<file path="src/rtl/ps2_kbd_tx.sv">
// Keyboard-side PS/2 transmitter: buffers scan-code bytes in a small FIFO and
// shifts each one out as an 11-bit frame (start, d0..d7, odd parity, stop).
// ps2_data is taken straight from the LSB of the frame shift register, so both
// PS/2 lines come from flops.
module ps2_kbd_tx #(
    parameter int CLK_DIV    = 16,
    parameter int FIFO_AW    = 3,
    parameter int GAP_HALVES = 4
) (
    input  logic       clk,
    input  logic       clrn,
    input  logic [7:0] din,
    input  logic       wr_n,
    input  logic       inhibit,
    output logic       ps2_clk,
    output logic       ps2_data,
    output logic       full,
    output logic       busy,
    output logic       overflow
);
    localparam int DEPTH    = 1 << FIFO_AW;
    localparam int GAP_CLKS = GAP_HALVES * CLK_DIV;
    localparam int TMAX     = (GAP_CLKS > CLK_DIV) ? GAP_CLKS : CLK_DIV;
    // The timer counts 0..TMAX-1.
    localparam int TW       = $clog2(TMAX);

    localparam logic [TW-1:0]    HALF_LAST = TW'(CLK_DIV - 1);
    localparam logic [TW-1:0]    GAP_LAST  = TW'(GAP_CLKS - 1);
    localparam logic [FIFO_AW:0] DEPTH_CNT = (FIFO_AW + 1)'(DEPTH);

    typedef enum logic [1:0] {IDLE, HIGH, LOW, GAP} state_t;

    logic [7:0]         fifo_mem [DEPTH];
    logic [FIFO_AW-1:0] w_ptr_q, r_ptr_q;
    logic [FIFO_AW:0]   count_q, count_d;
    logic               overflow_q;

    state_t             state_q, state_d;
    logic [TW-1:0]      timer_q, timer_d;
    logic [3:0]         bit_q, bit_d;
    logic [10:0]        shift_q, shift_d;
    logic               clk_q, clk_d;

    logic               wr_en;
    logic               pop;
    logic               load;
    logic [7:0]         head;
    logic [10:0]        frame;

    assign full  = (count_q == DEPTH_CNT);
    assign wr_en = ~wr_n & ~full;
    // The head byte is only peeked here; it is popped once its stop bit completes,
    // so an aborted frame can be sent again from the start.
    assign head  = fifo_mem[r_ptr_q];
    assign frame = {1'b1, ~^head, head, 1'b0};

    // FIFO storage write (RAM array, no reset)
    always_ff @(posedge clk) begin
        if (wr_en) begin
            fifo_mem[w_ptr_q] <= din;
        end
    end

    // Occupancy next-state: a write and a pop in the same cycle cancel out
    always_comb begin
        count_d = count_q;
        case ({wr_en, pop})
            2'b10:   count_d = count_q + 1'b1;
            2'b01:   count_d = count_q - 1'b1;
            default: count_d = count_q;
        endcase
    end

    // FIFO pointers, occupancy and sticky drop flag
    always_ff @(posedge clk or negedge clrn) begin
        if (!clrn) begin
            w_ptr_q    <= '0;
            r_ptr_q    <= '0;
            count_q    <= '0;
            overflow_q <= 1'b0;
        end else begin
            if (wr_en) begin
                w_ptr_q <= w_ptr_q + 1'b1;
            end
            if (pop) begin
                r_ptr_q <= r_ptr_q + 1'b1;
            end
            count_q <= count_d;
            // A full FIFO rejects the write even if a pop frees a slot this cycle
            if (~wr_n & full) begin
                overflow_q <= 1'b1;
            end
        end
    end

    // Frame sequencer next-state: half-period timing, bit stepping, inhibit abort
    always_comb begin
        state_d = state_q;
        timer_d = timer_q + 1'b1;
        bit_d   = bit_q;
        shift_d = shift_q;
        clk_d   = clk_q;
        pop     = 1'b0;
        load    = 1'b0;
        case (state_q)
            IDLE: begin
                timer_d = '0;
                load    = (count_q != '0) && !inhibit;
            end
            HIGH: begin
                if (inhibit) begin
                    state_d = GAP;
                    timer_d = '0;
                    clk_d   = 1'b1;
                    shift_d = '1;
                end else if (timer_q == HALF_LAST) begin
                    state_d = LOW;
                    timer_d = '0;
                    clk_d   = 1'b0;
                end
            end
            LOW: begin
                if (inhibit) begin
                    state_d = GAP;
                    timer_d = '0;
                    clk_d   = 1'b1;
                    shift_d = '1;
                end else if (timer_q == HALF_LAST) begin
                    timer_d = '0;
                    clk_d   = 1'b1;
                    if (bit_q == 4'd10) begin
                        pop     = 1'b1;
                        state_d = GAP;
                        shift_d = '1;
                    end else begin
                        bit_d   = bit_q + 4'd1;
                        shift_d = {1'b1, shift_q[10:1]};
                        state_d = HIGH;
                    end
                end
            end
            GAP: begin
                if (timer_q == GAP_LAST) begin
                    timer_d = '0;
                    state_d = IDLE;
                    // Starting straight from the last gap clock keeps the
                    // start-to-start spacing at exactly (22+GAP_HALVES)*CLK_DIV.
                    load    = (count_q != '0) && !inhibit;
                end
            end
            default: begin
                state_d = IDLE;
            end
        endcase
        if (load) begin
            state_d = HIGH;
            timer_d = '0;
            bit_d   = '0;
            shift_d = frame;
            clk_d   = 1'b1;
        end
    end

    // Frame sequencer registers; reset returns both lines to idle high
    always_ff @(posedge clk or negedge clrn) begin
        if (!clrn) begin
            state_q <= IDLE;
            timer_q <= '0;
            bit_q   <= '0;
            shift_q <= '1;
            clk_q   <= 1'b1;
        end else begin
            state_q <= state_d;
            timer_q <= timer_d;
            bit_q   <= bit_d;
            shift_q <= shift_d;
            clk_q   <= clk_d;
        end
    end

    assign ps2_clk  = clk_q;
    assign ps2_data = shift_q[0];
    assign busy     = (state_q != IDLE) || (count_q != '0);
    assign overflow = overflow_q;

endmodule

</file>
<file path="config.mk">
export PLATFORM = sky130hd
export DESIGN_NAME = ps2_kbd_tx
export DESIGN_NICKNAME = d
export VERILOG_FILES = /design/src/rtl/ps2_kbd_tx.sv
export SDC_FILE = /design/constraint.sdc
export NUM_CORES = 1
export LEC_CHECK = 0
export ABC_CLOCK_PERIOD_IN_PS = 3100
export CAP_MARGIN = 20
export CORE_ASPECT_RATIO = 1.75
export CORE_MARGIN = 4
export CORE_UTILIZATION = 55
export CTS_BUF_LIST = sky130_fd_sc_hd__clkbuf_4 sky130_fd_sc_hd__clkbuf_8
export DETAILED_ROUTE_END_ITERATION = 8
export GPL_ROUTABILITY_DRIVEN = 0
export GPL_TIMING_DRIVEN = 0
export HOLD_SLACK_MARGIN = 0.1
export PLACE_DENSITY = 0.81
export RECOVER_POWER = 25
export REMOVE_ABC_BUFFERS = 1
export SETUP_SLACK_MARGIN = 0.5
export SLEW_MARGIN = 20
export SYNTH_ARGS = -nofsm -noshare
export SYNTH_HDL_FRONTEND = slang
export SYNTH_SLANG_ARGS = --single-unit
</file>
<file path="constraint.sdc">
create_clock -name clk -period 3.1 [get_ports clk]
set_clock_uncertainty 0.1 [all_clocks]
set_input_delay 0.31 -clock clk [delete_from_list [all_inputs] [get_ports clk]]
set_output_delay 0.31 -clock clk [all_outputs]
set_load 0.01 [all_outputs]
</file>
## After elaboration in Yosys (flattened, before gate mapping)

Memories as Yosys holds them, arrays and structs flattened.
Cells that the tools add are included.

| operators by class | value |
|---|---|
| reductions and logical operators | 17 |
| mux-type cells | 39 |
| bitwise gates (word level) | 4 |
| equality and inequality tests | 15 |
| $add $sub $neg | 6 |

Operator list:

| kind | count |
|---|---|
| $mux 11 | 4 |
| $mux 6 | 4 |
| $pmux 11 s2 | 1 |
| $mux 4 | 5 |
| $pmux 6 s3 | 1 |
| $mux 2 | 7 |
| $mux 1 | 12 |
| $mux 10 | 1 |
| $add 4x1->4 const B | 2 |
| $eq 4x4->1 const B | 2 |
| $ne 4x4->1 const B | 2 |
| $pmux 4 s2 | 1 |
| $reduce_and 4->1 | 2 |
| $reduce_bool 2->1 | 4 |
| $reduce_bool 4->1 | 2 |
| $reduce_xnor 8->1 | 1 |
| $add 3x1->3 const B | 2 |
| $add 6x1->6 const B | 1 |
| $eq 2x2->1 const B | 3 |
| $eq 6x4->1 const B | 1 |
| $eq 6x6->1 const B | 1 |
| $ne 3x3->1 const B | 2 |
| $pmux 2 s3 | 1 |
| $reduce_and 3->1 | 2 |
| 13 further kinds | 17 |

| word-level totals | value |
|---|---|
| memories | 1 |
| register bits after elaboration | 35 |
| output and inout port bits | 5 |
| word-level logic and storage cells | 91 |
| memory bits (writable) | 64 |
| input port bits | 12 |

Memories:

| memory | words | width | read ports | clocked after Yosys merged registers in | write ports | line | source |
|---|---|---|---|---|---|---|---|
| fifo_mem | 8 | 8 | 1 | 0 | 1 | 33 | `logic [7:0] fifo_mem [DEPTH];` |

## Depth between registers and ports, before layout

Gate-level depths: netlist of run 1.

| depth | value |
|---|---|
| depth in word-level cells | 7 |
| depth in mapped cells | 13 |

## Worst setup path before layout of run 1

Ideal clock, no wire load.

| path | value |
|---|---|
| kind | reg2reg |
| start point | register count_q[0] |
| end point | register count_q[3] |
| data arrival time | 2429 ps |
| stages on the path, launching flop included | 11 |
| required time | 2875 ps |
| path buffers | 0 |
| clock period less this slack | 2654 ps |
| slack | 446 ps |
| path through | dfrtp_1 > nor4b_1 > nor2_1 > clkinv_1 > ha_1 > ha_1 > a21o_1 > a21oi_1 > xnor2_1 > nor2_1 > xor2_1 |

| on the way | value |
|---|---|
| cells in the longest elaborated chain, start to end | 5 |
| elaborated cells between the ends (all ways) | 9 |
| those cells by class | 2 x add/sub; 3 x eq/ne; 1 x mux; 2 x bitwise; 1 x reduce/logical |

RTL lines:

| element | line | source |
|---|---|---|
| start: declaration | 35 | `logic [FIFO_AW:0] count_q, count_d;` |
| start signal: assignment | 88 | `count_q <= count_d;` |
| $eq 4x4->1 * | 50 | `assign full = (count_q == DEPTH_CNT);` |
| named net full | 17 | `output logic full,` |
| $not 1->1 * | 51 | `assign wr_en = ~wr_n & ~full;` |
| $and 1x1->1 * | 51 |  |
| $eq 2x1->1 or $eq 2x2->1 (tied branches) | 67 | `case ({wr_en, pop})` |
| $pmux 4 s2 or $reduce_bool 2->1 (tied branches) | -- |  |

Mark *: on every way through the listed nets, which the timed path passes. The rest lies on a longest branch.
A chain may end at the register's enable or synchronous reset.

## Worst setup path in the final report of run 1

| path | value |
|---|---|
| start point | register state_q[0] |
| end point | register count_q[3] |

| on the way | value |
|---|---|
| cells in the longest elaborated chain, start to end | 4 |
| elaborated cells between the ends (all ways) | 6 |
| those cells by class | 3 x eq/ne; 2 x mux; 1 x reduce/logical |

RTL lines:

| element | line | source |
|---|---|---|
| start: declaration | 38 | `state_t state_q, state_d;` |
| start signal: assignment | 173 | `state_q <= state_d;` |
| $eq 2x2->1 * | 105 | `case (state_q)` |
| $mux 1 * | 105 |  |
| $eq 2x1->1 or $eq 2x2->1 (tied branches) | 67 |  |
| $pmux 4 s2 or $reduce_bool 2->1 (tied branches) | -- |  |

Mark *: on every way between the ends. The rest lies on a longest branch, timed or not.

==> metrics.cfg, run 1 <==
[cts]
h-tree-depth=3
tritoncts=yes
cts_buffer_depth=2
cts_sinks=98
cts_buffers=9
cts_root_buf=clkbuf_8
clkTransAtPathRegs_ps=90
clk_latency_ps=370

[floorplan]
fp.coreArea_um2=7910
num_rows=43
die_area_um2=9640
fp.dieH_um=127
pin_count=17
start_util_pct=56.2
die_w_um=75.9

[synth]
synth-async-reset-ratio_pct=34.7
syn_inst=287
postSynthAreaPerCell_um2=15.5
syn-cell-area_um2=4440
synth-seq-cells=98
synth_edf_count=64
yosysSeqAreaShare_pct=62.7
synth_cell_type_count=39
synthFlopType=edfxtp_1
yosysWarnings=0

[routing]
ant_nets=0
drt_iter0_markers=138
viasPerCell=5.80
dr.pass1.iters=4
totalWireLength_um=7420
wl_per_cell_um=18.2
drc=0
vias=2365

[finish]
drive_above_1_share_pct=22.0
final.fill_count=564
nets=339
area_growth_pct=13.5
insertedDiodeCount=0

[status]
status=finished, final reports clean

[critical_path]
cp-start-kind=flip-flop
required_ps=3260
rrSetupSlack_ps=590
crit_arrival_ps=2670
crit_fanout=5
worstSetupPathType=flip-flop to flip-flop
timing.rr.start=state_q[0]
cp-end-kind=flip-flop
reg2reg_depth=11
r2r_end=count_q[3]

[pwr]
power_w=0.00362
p_per_area_nw_per_um2=719
vdd_drop_max_mv=0.467
power.leakage_nw=1.78

[timing]
max-slew-margin-rel_pct=38.8
finalSetupTns_ps=0
fin_hold_ws_ps=318
finalSetupViolCount=0
worst_pin_slew_ps=915
finalCritPeriodShare_pct=80.9
timing_hold_violations_final=0
fmax_ghz=0.399
maxSlewViolCount=0
finalCriticalPeriod_ps=2510
rsz0062_at_grt=true

[placed_design]
portBuffers=16
dp_hpwl_um=5130

[global_routing]
grt-ovfl-total=0
grt_max_degree=19
grt.total_usage_pct=16.7
antenna_found_initial=0
grt_pass1_vias=2474
grt_pass1_wl_um=12400

[flow_run]
cap_violations=0

[min_path]
hold_path.class=input pin to async pin

-- worst max-delay path, stage by stage, from the launching register on --
cell and delay, ps:
dfrtp_2 450, inv_2 80, ha_2 210, nor2b_2 160, and3_4 230, ha_2 200, ha_1 230, a21o_1 170
a21oi_1 190, xnor2_1 150, nor2_1 70, xor2_1 140
-- cells in the mapped netlist, types with 3 or more instances --
cell type  number  share of area, %
a2111oi_0       3              0.59
a21oi_1         3              0.34
buf_2           4              0.45
clkbuf_1        4              0.34
dfrtp_1        23                13
dfstp_2        11               6.5
edfxtp_1       64                43
ha_1           13               3.7
inv_1          10              0.84
mux2_2         12               3.0
mux2i_1        17               3.8
mux4_1         15               8.9
nand2_1        13               1.1
nand2b_1        5              0.70
nor2_1         31               2.6
nor3_1          7              0.79
o21ai_0         5              0.56
xnor2_1        13               2.6
xor2_1          8               1.6
-- where the power goes --
part	leakage (nW)	internal [W]	switching, W
Combinational	0.692	0.000449	0.000505
Clock	0.0970	0.000371	0.000433
Sequential	0.990	0.00169	0.000172
Total	1.78	0.00251	0.00111
-- layout by cell type, fill, tap and decap left out, drive strengths merged, types with 2 or more instances in the layout --
cell and instances:
nand2 13, a211o 2, nand2b 5, mux4 16
xor2 8, nand3 2, o21bai 2, clkdlybuf4s50 8
nor4 3, dfrtp 23, clkbuf 9, mux2i 17
dlygate4sd3 8, a21o 2, xnor2 14, buf 9
dfstp 11, inv 11, mux2 12, a2111oi 3
a21oi 3, clkinv 5, ha 13, or3 2
nor3 7, nor2 31, o21ai 5, edfxtp 64
-- registers in the layout, summed over array words and instances, names as in the netlist --
signal,cells
bit_q,4
shift_q,10
count_q,4
timer_q,6
overflow,1
r_ptr_q,3
ps2_clk,1
state_q,2
fifo_mem,64
w_ptr_q,3
-- worst max-delay path by stage --
stage,from,end
floorplan,timer_q[0],shift_q[0]
global placement,timer_q[0],shift_q[7]
detailed placement,timer_q[0],shift_q[3]
CTS,state_q[0],count_q[3]
global route,timer_q[0],count_q[3]
finish,state_q[0],count_q[3]
-- routing by layer --
| layer | part of all wire, % | GRT usage, % | vias to the layer above |
|---|---|---|---|
| met1 | 40 | 18.2 | 1192 |
| met5 | 0 | 0 | - |
| li1 | - | - | 1125 |
| met2 | 55 | 30.3 | 34 |
| met4 | 2.4 | 7.97 | 0 |
| met3 | 2.6 | 3.69 | 14 |
-- logic make-up (layout without fill, tap and decap cells) --
family          count (synthesis)  after routing  synth area share (%)
simple gates                   67             67                  6.90
xor+xnor                       22             22                  4.51
flops                          98             98                  62.7
fa+ha+maj                      14             14                  4.11
buf+inv                        21             52                  2.42
compound gates                 20             20                  3.10
mux                            45             45                  16.2
-- layout make-up --
class | instances | area (µm²) | area share (%)
Inverter | 11 | 42.5 | 0.844
Multi-Input combinational cell | 168 | 1660 | 32.9
Timing Repair Buffer | 25 | 246 | 4.89
Sequential cell | 98 | 2790 | 55.3
Tap cell | 90 | 113 | 2.23
Clock buffer | 9 | 124 | 2.46
Clock inverter | 7 | 68.8 | 1.37
-- through the flow --
| stage | instances | worst slack, ps | instance area [µm²] | utilization [%] |
|---|---|---|---|---|
| after floorplan | 277 | -189 | 4380 | - |
| after global placement | 383 | -1010 | 4650 | 58.8 |
| after detailed placement | 388 | -56.9 | 4740 | 59.9 |
| after CTS | 407 | 503 | 5010 | 63.3 |
| after global routing | 408 | 460 | 5040 | 63.7 |
| final | 408 | 593 | 5040 | 63.7 |
-- what timing repair did --
| action | 4_1_cts | 5_1_grt |
|---|---|---|
| hold buffers | 1 | 0 |
| endpoints found under the hold margin | 6 | 0 |
| gates cloned | 0 | 0 |
| pin swaps | 2 | 2 |
| setup endpoints to repair | 15 | 6 |
| buffers inserted | 2 | 1 |
| resized for setup | 12 | 8 |
No activity file was read; power rests on OpenSTA's default activity.
==> inputs of run 2 (changes only) <==
- ABC_CLOCK_PERIOD_IN_PS: 3100 -> 2260
- PLACE_DENSITY: 0.81 -> 0.84
- clock period: 3.1 -> 2.26 ns (I/O delays scaled with it)
==> run 2 against run 1 <==
- the run now ends with capacitance limit, setup timing left
- setup slack worse by 730 ps
- wire length up 53%
- global-route usage up 4.9 points
- cell count up 14%
- largest cell class unchanged
- first-iteration DRC count up 70%
- core utilization up 14 points
- clock power up 39%
- count of clock-buffer cells in the layout unchanged
- non-clock buffer count up 57
- sequential share of layout area down 9.8 points
- critical path depth up 3
- critical endpoint is now r_ptr_q[1]
- hold slack better by 69 ps
==> metrics.cfg, run 2 (synthesis gave the netlist of run 1 again) <==
[status]
status=finished, violations left
violations=capacitance limit, setup timing

[timing]
finalSetupViolCount=13  ; +13
finalCritPeriodShare_pct=106  ; +25 points
finalSetupTns_ps=-840  ; -840 ps
finalCriticalPeriod_ps=2400  ; -107 ps
worst_pin_slew_ps=1490  ; +579 ps
timing_hold_violations_final=0  ; unchanged
max-slew-margin-rel_pct=0.224  ; -39 points
rsz0062_at_grt=true
fin_hold_ws_ps=387  ; +68.7 ps
worst_slack_ps=-139  ; -733 ps
maxSlewViolCount=0  ; unchanged
fmax_ghz=0.417  ; +4.5%

[finish]
final_common_cell=edfxtp_1
area_growth_pct=38.1
regMostFlops=fifo_mem
final_cell_mix=64 x edfxtp_1, 30 x buf_4, 24 x nor2_1
nets=397  ; +17%
largest_reg_flops=64  ; unchanged
utilization_pct=77.6  ; +14 points
insertedDiodeCount=0  ; unchanged
drive_above_1_share_pct=49.5  ; +27 points
reg_top3=fifo_mem x64, shift_q x10, timer_q x6
fin_area_um2=6130  ; +22%

[floorplan]
fp.dieH_um=127  ; unchanged
die_w_um=75.9  ; unchanged
pin_count=17  ; unchanged
die_area_um2=9640  ; unchanged
fp.coreArea_um2=7910  ; unchanged
start_util_pct=56.2  ; unchanged
num_rows=43  ; unchanged

[critical_path]
timing.rr.start=bit_q[0]
cp-start-kind=flip-flop
rrSetupSlack_ps=-140  ; -730 ps
crit_path_end=r_ptr_q[1]
required_ps=2440  ; -820 ps
crit_arrival_ps=2580  ; -90 ps
startpoint=bit_q[0]
crit_fanout=4  ; -1
reg2reg_depth=14  ; +3
r2r_end=r_ptr_q[1]
cp-end-kind=flip-flop
worstSetupPathType=flip-flop to flip-flop

[placed_design]
dp_hpwl_um=5070  ; -1.3%
place_ws_ps=-924  ; -867 ps
post_dp_cell_area_um2=4720  ; -0.48%
portBuffers=16  ; unchanged

[cts]
cts_sinks=98  ; unchanged
tritoncts=yes
clkTransAtPathRegs_ps=110  ; +20 ps
h-tree-depth=3  ; unchanged
cts_buffers=9  ; unchanged
cts_root_buf=clkbuf_8
cts_buffer_depth=2  ; unchanged
clk_latency_ps=380  ; about the same

[routing]
totalWireLength_um=11400  ; +53%
top_layer_used=met4
dr.pass1.iters=4  ; unchanged
dr_wl_met3_um=449  ; +140%
drt_iter0_markers=235  ; +70%
dr_wl_met2_um=6570  ; +60%
wl_per_cell_um=24.4  ; +34%
viasPerCell=6.01  ; +3.7%
drc=0  ; unchanged
vias=2802  ; +18%
ant_nets=0  ; unchanged
m1WireLength_um=3800  ; +29%

[min_path]
hold_path.class=flip-flop to flip-flop

[global_routing]
grt_pass1_vias=2884  ; +17%
grt_max_degree=34  ; +15
grt.total_usage_pct=21.6  ; +4.9 points
grt-ovfl-total=0  ; unchanged
grt_pass1_wl_um=15600  ; +26%
antenna_found_initial=0  ; unchanged

[flow_run]
cap_violations=1  ; +1

[pwr]
power.leakage_nw=2.26  ; +27%
vdd_drop_max_mv=0.549  ; +18%
p_per_area_nw_per_um2=997  ; +39%

[run 2: critical path, stage by stage (launching register included)]
cell and delay (ps):
dfrtp_1 430, inv_1 60, ha_1 210, nand2_2 70, nor2_1 50, and3_4 210, buf_6 120, buf_6 110
buf_6 110, buf_6 110, buf_6 100, buf_6 100, buf_6 100, buf_6 120, mux2_4 280
[run 2: worst min-delay path by stage]
stage,endpoint,startpoint,depth (start not counted),slack (ps)
after floorplan,bit_q[0],clrn,0,-170
after global placement,overflow,overflow,1,340
after detailed placement,timer_q[4],clrn,1,-70
after CTS,state_q[0],clrn,3,240
after global routing,overflow,overflow,1,420
final,overflow,overflow,1,390
[run 2: through the flow]
step	std cells	total power (W)
finish	466	0.00612
floorplan	277	0.00338
global route	466	0.00642
global placement	383	0.00370
detailed placement	386	0.00384
CTS	443	0.00568
[run 2: cell type report]
| cell class | count | area, µm² |
|---|---|---|
| tap | 90 | 113 |
| timing repair buffer | 82 | 922 |
| clock inverter | 7 | 76.3 |
| fill | 377 | 1770 |
| clock buffer | 9 | 124 |
| inverter | 11 | 46.3 |
| multi-input combinational | 169 | 2060 |
| sequential | 98 | 2790 |
[run 2: repair_timing]
action / in CTS / in global routing
endpoints found under the setup margin: 98 / 96
hold buffers: 2 / 0
buffers inserted: 36 / 22
pin swaps: 20 / 24
resized for setup: 115 / 48
endpoints found under the hold margin: 34 / 0
cloned: 3 / 1
[run 2: where the power goes]
group          total (W)  internal [W]  leakage (nW)  switching, W
sequential       0.00263       0.00232         0.987      0.000312
clock            0.00112      0.000442         0.103      0.000674
combinational    0.00237       0.00120          1.17       0.00117
total            0.00612       0.00396          2.26       0.00215
[run 2: metal layers]
layer / vias up / GRT usage [%]
met5: - / 0
met4: 0 / 10.9
met3: 38 / 3.62
met2: 107 / 40.9
met1: 1422 / 22.3
li1: 1235 / -
